## src/rtl/hyper_eot_tracker.sv

```systemverilog
// ---------------------------------------------------------------------------
// hyper_eot_tracker
//
// Purpose:
//   Tracks outstanding HyperBus transfers in launch order so that each
//   end-of-transfer pulse from the controller can be classified as a read
//   or a write completion. A small FIFO of direction bits (1 = read,
//   0 = write) is pushed on rx/tx start events and popped on eot_i.
//   Saturating completion counters and sticky error flags are kept for
//   software.
//
// Configuration:
//   HYPER_EOT_TRACK_CNT_EN - when defined, rd_cnt_o / wr_cnt_o are real
//   saturating counters; when undefined they are tied to 0 and the counter
//   registers do not exist.
//
// Ports:
//   sys_clk_i       sole clock, rising edge
//   rst_i           synchronous, active-high reset
//   rx_start_evt_i  pulse: read transfer launched
//   tx_start_evt_i  pulse: write transfer launched
//   eot_i           pulse: end of transfer (any channel)
//   clr_i           synchronous flush of queue, counters and status
//   rd_eot_evt_o    pulse: completed transfer was a read
//   wr_eot_evt_o    pulse: completed transfer was a write
//   err_evt_o       pulse: overflow or orphan EOT in the previous cycle
//   pending_o       number of queued outstanding transfers
//   rd_cnt_o        completed reads, saturating
//   wr_cnt_o        completed writes, saturating
//   status_o        sticky flags: [0] overflow, [1] orphan EOT
// ---------------------------------------------------------------------------
module hyper_eot_tracker #(
    parameter int DEPTH = 4,
    parameter int CNT_W = 16
) (
    input  logic                     sys_clk_i,
    input  logic                     rst_i,
    input  logic                     rx_start_evt_i,
    input  logic                     tx_start_evt_i,
    input  logic                     eot_i,
    input  logic                     clr_i,
    output logic                     rd_eot_evt_o,
    output logic                     wr_eot_evt_o,
    output logic                     err_evt_o,
    output logic [$clog2(DEPTH):0]   pending_o,
    output logic [CNT_W-1:0]         rd_cnt_o,
    output logic [CNT_W-1:0]         wr_cnt_o,
    output logic [1:0]               status_o
);

    localparam int PW = $clog2(DEPTH);
    localparam int OW = PW + 1;
    localparam logic [OW-1:0] DEPTH_OCC = OW'(DEPTH);

    logic [PW-1:0]    rd_ptr_q, rd_ptr_d;
    logic [PW-1:0]    wr_ptr_q, wr_ptr_d;
    logic [OW-1:0]    occ_q, occ_d;
    logic [DEPTH-1:0] dir_q, dir_d;
    logic             rd_evt_q, rd_evt_d;
    logic             wr_evt_q, wr_evt_d;
    logic             err_evt_q, err_evt_d;
    logic [1:0]       status_q, status_d;

    logic             pop;
    logic             orphan;
    logic             head_is_rd;
    logic [OW-1:0]    free_slots;
    logic             push_rd;
    logic             push_wr;
    logic             overflow;
    logic [PW-1:0]    second_slot;

    // Pop decision uses the occupancy before this cycle's pushes, so an
    // eot arriving together with the first start is an orphan.
    assign pop        = eot_i && (occ_q != '0);
    assign orphan     = eot_i && (occ_q == '0);
    assign head_is_rd = dir_q[rd_ptr_q];

    // A pop in the same cycle frees its slot before the pushes are judged.
    assign free_slots = DEPTH_OCC - occ_q + OW'(pop);

    // Read is the older of two simultaneous starts, so it claims a slot first.
    assign push_rd  = rx_start_evt_i && (free_slots != '0);
    assign push_wr  = tx_start_evt_i &&
                      (rx_start_evt_i ? (free_slots >= OW'(2)) : (free_slots != '0));
    assign overflow = (rx_start_evt_i && !push_rd) || (tx_start_evt_i && !push_wr);

    assign second_slot = wr_ptr_q + PW'(push_rd);

    always_comb begin
        // NOTE: every signal gets a default first, so no path through this
        // block leaves a value unassigned and no latch is inferred.
        rd_ptr_d  = rd_ptr_q;
        wr_ptr_d  = wr_ptr_q;
        occ_d     = occ_q;
        dir_d     = dir_q;
        rd_evt_d  = 1'b0;
        wr_evt_d  = 1'b0;
        err_evt_d = 1'b0;
        status_d  = status_q;

        if (clr_i) begin
            // Flush wins over everything this cycle; stale entries in dir_q
            // are unreachable once the pointers and occupancy are zero.
            rd_ptr_d = '0;
            wr_ptr_d = '0;
            occ_d    = '0;
            status_d = '0;
        end else begin
            rd_evt_d  = pop && head_is_rd;
            wr_evt_d  = pop && !head_is_rd;
            err_evt_d = overflow || orphan;
            status_d  = status_q | {orphan, overflow};

            if (push_rd) begin
                dir_d[wr_ptr_q] = 1'b1;
            end
            if (push_wr) begin
                dir_d[second_slot] = 1'b0;
            end

            // Pointers wrap naturally because DEPTH is a power of two.
            wr_ptr_d = wr_ptr_q + PW'(push_rd) + PW'(push_wr);
            rd_ptr_d = rd_ptr_q + PW'(pop);
            occ_d    = occ_q - OW'(pop) + OW'(push_rd) + OW'(push_wr);
        end
    end

    // NOTE: sequential state uses non-blocking assignments only, so every
    // flop samples the pre-edge value of every other flop.
    always_ff @(posedge sys_clk_i) begin
        if (rst_i) begin
            rd_ptr_q  <= '0;
            wr_ptr_q  <= '0;
            occ_q     <= '0;
            rd_evt_q  <= 1'b0;
            wr_evt_q  <= 1'b0;
            err_evt_q <= 1'b0;
            status_q  <= '0;
        end else begin
            rd_ptr_q  <= rd_ptr_d;
            wr_ptr_q  <= wr_ptr_d;
            occ_q     <= occ_d;
            rd_evt_q  <= rd_evt_d;
            wr_evt_q  <= wr_evt_d;
            err_evt_q <= err_evt_d;
            status_q  <= status_d;
        end
    end

    // NOTE: the direction storage is deliberately not reset; an entry is
    // only ever read after it has been written, since occupancy gates pops.
    always_ff @(posedge sys_clk_i) begin
        dir_q <= dir_d;
    end

`ifdef HYPER_EOT_TRACK_CNT_EN
    logic [CNT_W-1:0] rd_cnt_q, rd_cnt_d;
    logic [CNT_W-1:0] wr_cnt_q, wr_cnt_d;

    always_comb begin
        rd_cnt_d = rd_cnt_q;
        wr_cnt_d = wr_cnt_q;
        if (clr_i) begin
            rd_cnt_d = '0;
            wr_cnt_d = '0;
        end else begin
            // Counters stick at all-ones instead of wrapping.
            if (rd_evt_d && (rd_cnt_q != '1)) begin
                rd_cnt_d = rd_cnt_q + CNT_W'(1);
            end
            if (wr_evt_d && (wr_cnt_q != '1)) begin
                wr_cnt_d = wr_cnt_q + CNT_W'(1);
            end
        end
    end

    always_ff @(posedge sys_clk_i) begin
        if (rst_i) begin
            rd_cnt_q <= '0;
            wr_cnt_q <= '0;
        end else begin
            rd_cnt_q <= rd_cnt_d;
            wr_cnt_q <= wr_cnt_d;
        end
    end

    assign rd_cnt_o = rd_cnt_q;
    assign wr_cnt_o = wr_cnt_q;
`else
    assign rd_cnt_o = '0;
    assign wr_cnt_o = '0;
`endif

    assign rd_eot_evt_o = rd_evt_q;
    assign wr_eot_evt_o = wr_evt_q;
    assign err_evt_o    = err_evt_q;
    assign pending_o    = occ_q;
    assign status_o     = status_q;

endmodule

```

## config.mk

```make
export PLATFORM = sky130hd
export DESIGN_NAME = hyper_eot_tracker
export DESIGN_NICKNAME = d
export VERILOG_FILES = /design/src/rtl/hyper_eot_tracker.sv
export SDC_FILE = /design/constraint.sdc
export NUM_CORES = 1
export LEC_CHECK = 0
export ABC_AREA = 1
export CAP_MARGIN = 20
export CORE_MARGIN = 8
export CORE_UTILIZATION = 30
export CTS_CLUSTER_SIZE = 10
export DETAILED_ROUTE_END_ITERATION = 10
export DONT_BUFFER_PORTS = 1
export PLACE_DENSITY_LB_ADDON = 0.1
export SLEW_MARGIN = 20
export SYNTH_ARGS = -nofsm -noshare
export SYNTH_HDL_FRONTEND = slang
export SYNTH_SLANG_ARGS = --single-unit
```

## constraint.sdc

```tcl
create_clock -name sys_clk_i -period 6.6 [get_ports sys_clk_i]
set_clock_uncertainty 0.05 [all_clocks]
set_input_delay 0.99 -clock sys_clk_i [delete_from_list [all_inputs] [get_ports sys_clk_i]]
set_output_delay 0.99 -clock sys_clk_i [all_outputs]
set_load 0.005 [all_outputs]
```

**Word level (Yosys, flattened, before mapping)**

Cells that the tools add are included.
W data, S select, Z words.

- Bitwise gates (word level): 4
- Add/sub/neg operators: 8
- Reductions and logical operators: 19
- Multiplexer cells: 10
- Order comparisons: 6

Operator list:

| operator | count |
|---|---|
| $mux W4 | 3 |
| $logic_and A1 B1 Y1 | 10 |
| $add A3 B1 Y3 | 3 |
| $lt A2 B3 Y1 const B | 3 |
| $add A2 B1 Y2 | 3 |
| $reduce_bool A3 Y1 | 2 |
| $and A4 B4 Y4 | 1 |
| $demux W1 S2 | 2 |
| $ge A2 B1 Y1 const B | 2 |
| $mux W1 | 4 |
| $not A4 Y4 | 1 |
| $or A4 B4 Y4 | 1 |
| $ge A3 B2 Y1 const B | 1 |
| $logic_not A1 Y1 | 3 |
| $logic_not A3 Y1 | 1 |
| $sub A3 B1 Y3 | 1 |
| $sub A3 B3 Y3 const A | 1 |
| $bmux W1 S2 | 1 |
| $logic_or A1 B1 Y1 | 2 |
| $or A2 B2 Y2 | 1 |
| $reduce_or A2 Y1 | 1 |

- Input bits: 6
- Register bits after elaboration: 16
- Output and inout port bits: 40
- Word-level logic and storage cells: 55

**Longest topological paths before layout**

Gate-level depths: netlist of the first run.

- Word-level depth: 13
- Depth in mapped cells: 17
- Depth with buffers taken out: 17

**Worst setup path after synthesis of the first run**

OpenSTA, ideal clock, no wires.

- Kind: input-to-reg
- From: input port eot_i
- To: register occ_q[1] (netlist: pending_o[1])
- Stages: 15
- Arrival time: 3.220 ns
- Setup slack: 3.213 ns
- Required time: 6.433 ns
- Cell sequence: inv_1 a31oi_2 inv_1 ha_1 inv_1 ha_1 nor2_1 nand3_2 nand2_2 ha_1 fa_1 inv_1 fa_1 inv_1 nor2_1

- Cells in the longest elaborated chain, start to end: 6
- Elaborated cells on any way between the ends: 10
- Classes of those cells: add/sub (4); order compare (1); mux (1); reduce/logical (4)

RTL lines:

| element | line | RTL |
|---|---|---|
| start, declared | 40 | `input logic eot_i,` |
| $logic_and A1 B1 Y1 (*) | 75 | `assign pop = eot_i && (occ_q != '0);` |
| $add A3 B1 Y3 | 80 | `assign free_slots = DEPTH_OCC - occ_q + OW'(pop);` |
| $reduce_bool A3 Y1 / $ge A3 B2 Y1 (equally long branches) | 83, 85 |  |
| $logic_and A1 B1 Y1 / $mux W1 (equally long branches) | 83, 85 |  |
| $add A3 B1 Y3 / $logic_and A1 B1 Y1 (equally long branches) | 125, 84 |  |
| $add A3 B1 Y3 (*) | 125 | `occ_d = occ_q - OW'(pop) + OW'(push_rd) + OW'(push_wr);` |
| end signal, assigned | 135 | `occ_q <= '0;` |
| end signal, assigned | 143 | `occ_q <= occ_d;` |
| end, declared | 57 | `logic [OW-1:0] occ_q, occ_d;` |

Every way passes the cells marked *; elsewhere a longest branch is shown, timed or not.
A chain may end at the register's enable or synchronous reset.

**Final worst setup path of the first run**

Same ends and word-level chain as after synthesis.

==> impl_metrics.toml, run 1 <==
[clock_network]
insertion_delay_ns = 0.25
cts_tree = "yes"
cts_max_level = 1
clkTransAtPathRegs_ns = 0.06
cts_sinks = 16
numCtsBuffers = 3
cts_resized = 0
cts-root-buf = "clkbuf_8"
cts_setup_buffers = 0
clockBufferDepth = 2
ctsHoldBuffers = 0

[route]
drt-total-wl_microns = 2070
num_vias = 748
wl_per_cell_microns = 10.6
postRouteAntennaNets = 0
initialDrtViolationCount = 19
remaining_drc_errors = 0
drt-vias-per-instance = 3.84
first_pass_iters = 4

[worst_setup_path]
cp-start-kind = "input pin"
worst-path-max-fanout = 4
required_ns = 6.68
path_class = "in2reg"
crit_chain = "inv_1 > a31oi_2 > inv_1 > ha_1 > inv_1 > ha_1 > nor2_1 > nand3_2 > nand2_2 > ha_1 > fa_1 > inv_1 > fa_1 > inv_1 > nor2_1"
slowest_stage = "fa_1"
worst_path_most_repeated_cell = "inv_1"
cp_num_buf_inv = 5
worstPathArrival_ns = 3.37
cpPeakStageDelay_ns = 0.40
critPathCaptureType = "flip-flop"
crit_family = "adder cells"

[finish]
seqCellArea_sq_um = 360
fillCellCount = 427
syn_to_final_growth_pct = -1.62
antenna_cells = 0
drive_gt1_share_pct = 8.84
nNetsFinal = 162
multi_input_area_sq_um = 563

[global_route]
met2_usage_pct = 11.0
grt_busiest_layer = "met2"
grt_usage_pct = 6.75
grt_pass1_vias = 703
met1_usage_pct = 6.91
grt_pass1_wl_microns = 3260
grt_overflow = 0
grt_max_degree = 10
antenna_found_initial = 0
use_met3_pct = 3.99

[floorplanning]
io_pins = 46
initial_core_util_pct = 31.4
die_w_microns = 78.2
core_sq_um = 3690
die_h_microns = 78.2
rows = 22
die-area_sq_um = 6110

[timing]
final_hold_viol_count = 0
max_freq_ghz = 0.304
setup_tns_ns = 0
slew_violations = 0
whs_ns = 0.423
grt_setup_unrepaired = "false"
layout_min_cycle_time_ns = 3.29
final-setup-viol-count = 0
finalCritPeriodShare_pct = 49.9

[synthesis]
synth_largest_area_cell = "dfxtp_1"
yosysWarnings = 0
ys_seq_elements = 16
yosysSeqAreaShare_pct = 31.1
synth-edff-count = 4
synth-async-reset-ratio_pct = 0
yosys_most_used_dff = "dfxtp_1"
syn_avg_cell_area_sq_um = 8.05
ys_types = 24
synthCells = 144
netlist_area_sq_um = 1160
synth_area_leaders = "dfxtp_1 (21%), buf_4 (21%), edfxtp_1 (10%)"
synth_top_area_share_pct = 20.7

[power]
switchingPower_w = 0.000222
clkPwrFrac_pct = 15.0
internal_power_w = 0.000282
p_comb_share_pct = 54.1
p_sw_share_pct = 44.0
pwr-share-seq_pct = 30.9
powerDensity_nw_per_um2 = 441
leakage_nw = 0.585
ir_worst_vdd_v = 0.000124

[placement]
gp_congestion = 0.718
io_buffers = 0
hpwl_microns = 1790

[run]
max-cap-violations = 0

[run_status]
status = "complete, no violations"

[worst_hold_path]
hp-class = "reg2reg"
-- area by class of cell --
type                       instances  area share, %
sequential                        16           31.6
inverter                          30           9.87
multi-input combinational         97           49.3
clock buffer                       4           3.95
tap                               48           5.26
-- logic make-up (layout without fill, tap and decap cells) --
family / after synthesis / in the layout / synth area share (%)
AO/OA/AOI/OAI: 14 / 14 / 8.52
XOR/XNOR: 4 / 4 / 3.02
adder cells (fa/ha/maj): 8 / 8 / 9.92
buffers and inverters: 62 / 34 / 30.4
flip-flops: 16 / 16 / 31.1
other: 1 / 32 / 0.323
AND/OR/NAND/NOR: 39 / 39 / 16.7
-- synthesized netlist by cell type (2+ instances only) --
| library cell | instances |
|---|---|
| xnor2_1 | 2 |
| xor2_1 | 2 |
| o21bai_1 | 2 |
| nand4_1 | 5 |
| nor2_1 | 11 |
| edfxtp_1 | 4 |
| ha_1 | 6 |
| dfxtp_1 | 12 |
| inv_1 | 28 |
| buf_4 | 32 |
| o21ai_0 | 3 |
| nand2_2 | 3 |
| o21a_1 | 2 |
| inv_2 | 2 |
| a21oi_1 | 5 |
| fa_1 | 2 |
| nand3_1 | 4 |
| nand3_2 | 2 |
| nand2_1 | 12 |
-- cells in the final DEF (no fill, tap or decap), drive strengths merged --
cell / instances
a21oi: 6
a31oi: 1
clkbuf: 4
conb: 32
dfxtp: 12
edfxtp: 4
fa: 2
ha: 6
inv: 30
nand2: 16
nand3: 6
nand4: 5
nor2: 11
o21a: 2
o21ai: 3
o21bai: 2
or2: 1
xnor2: 2
xor2: 2
-- worst reg2reg max path, cell delays in order, from the launching register on --
cell	delay, ns
dfxtp_1	0.40
inv_1	0.12
a31oi_2	0.29
inv_1	0.08
ha_1	0.18
inv_1	0.05
ha_1	0.25
nor2_1	0.17
nand3_2	0.11
nand2_2	0.11
ha_1	0.24
fa_1	0.37
inv_1	0.08
fa_1	0.40
inv_1	0.06
nor2_1	0.03
-- flip-flops by register name, summed over array words and instances (netlist names) --
| name | count |
|---|---|
| status_o | 2 |
| pending_o | 3 |
| err_evt_o | 1 |
| rd_ptr_q | 2 |
| wr_eot_evt_o | 1 |
| wr_ptr_q | 2 |
| dir_q | 4 |
| rd_eot_evt_o | 1 |
-- final timing paths --
path	cells after the start	from	slack (ns)	endpoint
min reg2reg	2	status_o[1]	0.42	status_o[1]
min	2	status_o[1]	0.42	status_o[1]
max reg2reg	15	pending_o[0]	3.50	pending_o[1]
max	15	eot_i	3.31	pending_o[1]
-- metrics by stage --
step / std cells / utilization (%) / setup WS, ns / instance area, sq um / power, W
after floorplan: 175 / - / 3.21 / 1280 / 0.000400
after global routing: 195 / 30.9 / 3.10 / 1140 / 0.000561
after detailed placement: 191 / 29.7 / 3.04 / 1100 / 0.000433
after global placement: 191 / 29.7 / 3.05 / 1100 / 0.000438
after CTS: 195 / 30.9 / 3.31 / 1140 / 0.000512
final: 195 / 30.9 / 3.31 / 1140 / 0.000504
-- routing by layer --
| metal | vias to the layer above | wire, microns | share of wire (%) |
|---|---|---|---|
| met4 | 0 | 23 | 1.1 |
| met2 | 32 | 923 | 45 |
| met3 | 5 | 285 | 14 |
| met5 | - | 0 | 0 |
| met1 | 327 | 833 | 40 |
| li1 | 384 | - | - |
-- power by group through the flow --
stage	sequential [W]	combinational (W)	clock, W
6_report	0.000156	0.000273	0.0000753
3_3_place_gp	0.000158	0.000280	0
2_1_floorplan	0.000150	0.000249	0
3_5_place_dp	0.000158	0.000275	0
5_1_grt	0.000160	0.000319	0.0000821
4_1_cts	0.000156	0.000276	0.0000789
(Power assumes the default switching activity.)
==> inputs of run 2 (changes only) <==
==> constraint.sdc (replaced) <==
create_clock -name sys_clk_i -period 3.3 [get_ports sys_clk_i]
set_clock_uncertainty 0.05 [all_clocks]
set_input_delay 0.495 -clock sys_clk_i [delete_from_list [all_inputs] [get_ports sys_clk_i]]
set_output_delay 0.495 -clock sys_clk_i [all_outputs]
set_load 0.005 [all_outputs]
==> impl_metrics.toml, run 2 (same netlist as run 1, synthesis figures left out) <==
[run_status]
status = "complete, no violations"

[floorplanning]
initial_core_util_pct = 31.4
io_pins = 46
die_w_microns = 78.2
core_sq_um = 3690
die_h_microns = 78.2
die-area_sq_um = 6110
rows = 22

[worst_setup_path]
required_ns = 3.38
critPathCaptureType = "flip-flop"
worstPathArrival_ns = 3.18
worst-path-max-fanout = 4
cp-start-kind = "flip-flop"
path_class = "reg2reg"

[finish]
antenna_cells = 0
syn_to_final_growth_pct = 0.647
layout_commonest_cell = "conb_1"
stdcell_area_sq_um = 1170
top_register = "dir_q"
mostFrequentLayoutCells = "conb_1 (32), inv_1 (28), nand2_1 (12), dfxtp_1 (12), nor2_1 (10)"
drive_gt1_share_pct = 10.7
largest_reg_flops = 4
nNetsFinal = 164

[route]
postRouteAntennaNets = 0
remaining_drc_errors = 0
wl_per_cell_microns = 12.1
first_pass_iters = 4
drt-total-wl_microns = 2370
initialDrtViolationCount = 37
drt-vias-per-instance = 3.90
num_vias = 769

[clock_network]
cts_sinks = 16
cts_setup_buffers = 0
cts_tree = "yes"
clkTransAtPathRegs_ns = 0.06
insertion_delay_ns = 0.25
cts_max_level = 1
numCtsBuffers = 3
ctsHoldBuffers = 0
cts-root-buf = "clkbuf_8"
clockBufferDepth = 2

[power]
powerDensity_nw_per_um2 = 909
ir_worst_vdd_v = 0.000301
leakage_nw = 0.598

[timing]
slew_violations = 0
finalCritPeriodShare_pct = 93.9
final-setup-viol-count = 0
whs_ns = 0.425
setup_slack_ns = 0.200
max_freq_ghz = 0.323
layout_min_cycle_time_ns = 3.10
final_hold_viol_count = 0

[placement]
post-place-ws_ns = 0.166
io_buffers = 0
hpwl_microns = 1930
placed_area_sq_um = 1110
gp_congestion = 0.787

[worst_hold_path]
hp-class = "reg2reg"

[global_route]
antenna_found_initial = 0
grt_pass1_vias = 744
grt_overflow = 0
grt_pass1_wl_microns = 3680
grt_usage_pct = 7.46
grt_max_degree = 10

[run]
max-cap-violations = 0
==> run 2: cell types whose count changed in the layout (fill, tap and decap cells not counted) <==
| cell | before | now |
|---|---|---|
| buf_4 | 0 | 2 |
| a31oi_2 | 1 | 0 |
| a31oi_4 | 0 | 1 |
| clkbuf_1 | 1 | 0 |
| clkinv_1 | 0 | 1 |
| nor2_1 | 11 | 10 |
| nor2_2 | 0 | 1 |
==> run 2: power breakdown <==
part,internal (W),total (W),switching [W]
Clock,0.0000825,0.000151,0.0000686
Sequential,0.000264,0.000303,0.0000393
Combinational,0.000238,0.000608,0.000369
==> run 2: metrics by stage <==
| stage | util, % | std cells | power (W) | TNS, ns |
|---|---|---|---|---|
| 2_1_floorplan | - | 175 | 0.000800 | 0 |
| 3_3_place_gp | 30.1 | 193 | 0.000884 | 0 |
| 3_5_place_dp | 30.1 | 193 | 0.000893 | 0 |
| 4_1_cts | 31.3 | 197 | 0.00105 | 0 |
| 5_1_grt | 31.6 | 197 | 0.00119 | -0.0344 |
| 6_report | 31.6 | 197 | 0.00106 | 0 |
==> run 2: what timing repair did <==
item | CTS | global route
setup endpoints to repair | 0 | 2
hold endpoints to repair | 0 | 0
gates resized for setup | 0 | 2
==> run 2: path summary, 6_finish.rpt <==
kind                      from      endpoint  slack [ns]  cells past startpoint
setup / recovery  pending_o[1]  pending_o[1]        0.20                     15
hold / removal     status_o[1]   status_o[1]        0.42                      2
setup reg to reg  pending_o[1]  pending_o[1]        0.20                     15
hold reg to reg    status_o[1]   status_o[1]        0.42                      2
==> run 2: cell type report <==
class	instances	area [sq um]
clock buffers	3	41.3
clock inverters	1	3.75
flip-flops and latches	16	360
inverters	30	113
fillers	427	2520
repair buffers	2	15.0
multi-input cells	97	574
well taps	48	60.1
==> run 2: worst max-delay path: stages (launching register included) <==
cell     delay (ns)
dfxtp_1        0.39
inv_1          0.16
a31oi_4        0.24
inv_1          0.07
ha_1           0.18
inv_1          0.05
ha_1           0.26
nor2_2         0.16
nand3_2        0.10
nand2_2        0.12
ha_1           0.25
fa_1           0.37
inv_1          0.08
fa_1           0.40
inv_1          0.06
nor2_1         0.03
==> run 2: metal layers <==
layer	GRT usage [%]	vias up	wire length, microns
met5	0	-	0
met4	1.67	0	19
met3	4.21	2	251
met2	11.9	27	1100
met1	8.44	348	1000
li1	-	392	-
==> inputs of run 3 (changes only) <==
--- a/config.mk
+++ b/config.mk
@@ -5,8 +5,8 @@
 export SDC_FILE = /design/constraint.sdc
 export NUM_CORES = 1
 export LEC_CHECK = 0
-export ABC_AREA = 1
 export CAP_MARGIN = 20
+export CORE_ASPECT_RATIO = 0.7
 export CORE_MARGIN = 8
 export CORE_UTILIZATION = 30
 export CTS_CLUSTER_SIZE = 10
==> impl_metrics.toml, run 3 <==
[route]
drt-total-wl_microns = 2060
first_pass_iters = 2
wl_met2_microns = 929
remaining_drc_errors = 0
drt-vias-per-instance = 3.96
top_layer = "met4"
drt-met1-wl_microns = 941
postRouteAntennaNets = 0
num_vias = 674
routed-wl-met3_microns = 152
initialDrtViolationCount = 19
wl_per_cell_microns = 12.1

[power]
powerDensity_nw_per_um2 = 905
ir_worst_vdd_v = 0.000226
leakage_nw = 0.478

[synthesis]
yosysWarnings = 0
synth_area_leaders = "dfxtp_1 (22%), buf_4 (22%), edfxtp_1 (11%)"
synthCells = 116
syn_avg_cell_area_sq_um = 9.49
yosys.cell_count.top_type = "buf_4"
ys_seq_elements = 16
synth-edff-count = 4
netlist_area_sq_um = 1100
ys_types = 30
synth_largest_area_cell = "dfxtp_1"
yosysSeqAreaShare_pct = 32.7
yosys_most_used_dff = "dfxtp_1"
synth_top_area_share_pct = 21.8
synth-async-reset-ratio_pct = 0
synthTopCellsByCount = "buf_4 (32), dfxtp_1 (12), inv_1 (10)"

[worst_setup_path]
rr_endpoint = "pending_o[1]"
slowest_stage = "fa_1"
worst-path-max-fanout = 5
reg2reg_depth = 13
cp-start-kind = "flip-flop"
rr_startpoint = "pending_o[1]"
worstPathArrival_ns = 3.10
crit_chain = "o31a_1 > inv_1 > ha_1 > inv_1 > ha_1 > nor2b_1 > nand2_1 > nand2_1 > ha_1 > fa_1 > inv_1 > fa_1 > and2_1"
critPathCaptureType = "flip-flop"
path_class = "reg2reg"
cpPeakStageDelay_ns = 0.40
required_ns = 3.39
r2r_slack_ns = 0.30

[finish]
seqCellArea_sq_um = 360
top_register = "dir_q"
drive_gt1_share_pct = 10.0
nNetsFinal = 135
post-route-util_pct = 31.4
largest_reg_flops = 4
mostFrequentLayoutCells = "conb_1 (32), dfxtp_1 (12), inv_1 (10)"
syn_to_final_growth_pct = 0.114
fillCellCount = 392
antenna_cells = 0
instances_no_fill = 170
multi_input_area_sq_um = 561
layout_commonest_cell = "conb_1"

[global_route]
grt_pass1_vias = 695
grt_max_degree = 10
antenna_found_initial = 0
grt_usage_pct = 7.53
grt_overflow = 0
grt_pass1_wl_microns = 3400

[floorplanning]
die-area_sq_um = 5900
die_w_microns = 88.4
core_sq_um = 3510
die_h_microns = 66.7
io_pins = 46
initial_core_util_pct = 31.3
rows = 18

[timing]
layout_min_cycle_time_ns = 3.00
finalCritPeriodShare_pct = 91.0
grt_setup_unrepaired = "false"
setup_tns_ns = 0
final_hold_viol_count = 0
max_freq_ghz = 0.333
slew_violations = 0
final-setup-viol-count = 0
setup_slack_ns = 0.298

[clock_network]
ctsHoldBuffers = 0
clkTransAtPathRegs_ns = 0.06
cts_setup_buffers = 0
cts_sinks = 16
clockBufferDepth = 2
insertion_delay_ns = 0.25
numCtsBuffers = 3
cts_resized = 0
cts_max_level = 1
cts-root-buf = "clkbuf_8"
cts_tree = "yes"

[placement]
gp_congestion = 0.706
post-place-ws_ns = 0.263
hpwl_microns = 1760
io_buffers = 0
dp_cells = 166

[worst_hold_path]
hold_depth = 2
hp-class = "in2reg"
worstHoldStart = "eot_i"
hold_end = "err_evt_o"

[run]
max-cap-violations = 0

[run_status]
status = "complete, no violations"
-- run 3: power by group --
group          total [W]  internal (W)  switching [W]
clock network   0.000174      0.000106      0.0000681
registers       0.000311      0.000264      0.0000470
logic           0.000512      0.000243       0.000269
total           0.000997      0.000613       0.000384
-- run 3: logic make-up after synthesis --
family / share of synthesized area (%)
simple gates: 9.21
fa+ha+maj: 10.5
other cells: 0.341
flops: 32.7
mux: 2.05
compound gates: 11.3
buf+inv: 26.9
xor+xnor: 7.05
-- run 3: metal layers --
layer  up-vias  track usage [%]
li1        327                -
met1       321             9.42
met2        24             11.5
met3         2             2.58
met4         0             3.14
met5         -                0
-- run 3: worst max-delay path by stage --
stage                       from      endpoint  slack, ns  cells past startpoint
global route        pending_o[1]  pending_o[1]       0.11                     13
finish              pending_o[1]  pending_o[1]       0.30                     13
global placement    pending_o[1]  pending_o[1]       0.28                     13
detailed placement  pending_o[1]  pending_o[1]       0.26                     13
floorplan           pending_o[2]  pending_o[1]       0.28                     14
CTS                 pending_o[1]  pending_o[1]       0.26                     13
-- run 3: worst max-delay path, delay by kind of cell (launching register included) --
kind	cells	cell delay (ns)
AO/OA/AOI/OAI	1	0.35
adder cells (fa/ha/maj)	5	1.44
buffers and inverters	3	0.21
flip-flops	1	0.37
AND/OR/NAND/NOR	4	0.48
-- run 3: layout make-up --
class | count | area share (%)
sequential | 16 | 32.7
multi-input combinational | 86 | 50.9
tap | 50 | 5.68
inverter | 11 | 3.75
clock buffer | 4 | 4.99
timing repair buffer | 3 | 2.04
-- run 3: per-stage QoR --
stage | area [sq um] | power, W | hold WS [ns]
6_report | 1100 | 0.000997 | 0.343
5_1_grt | 1100 | 0.00109 | 0.360
4_1_cts | 1100 | 0.00101 | 0.342
3_5_place_dp | 1050 | 0.000833 | 0.419
3_3_place_gp | 1050 | 0.000825 | 0.426
2_1_floorplan | 1220 | 0.000725 | 0.392
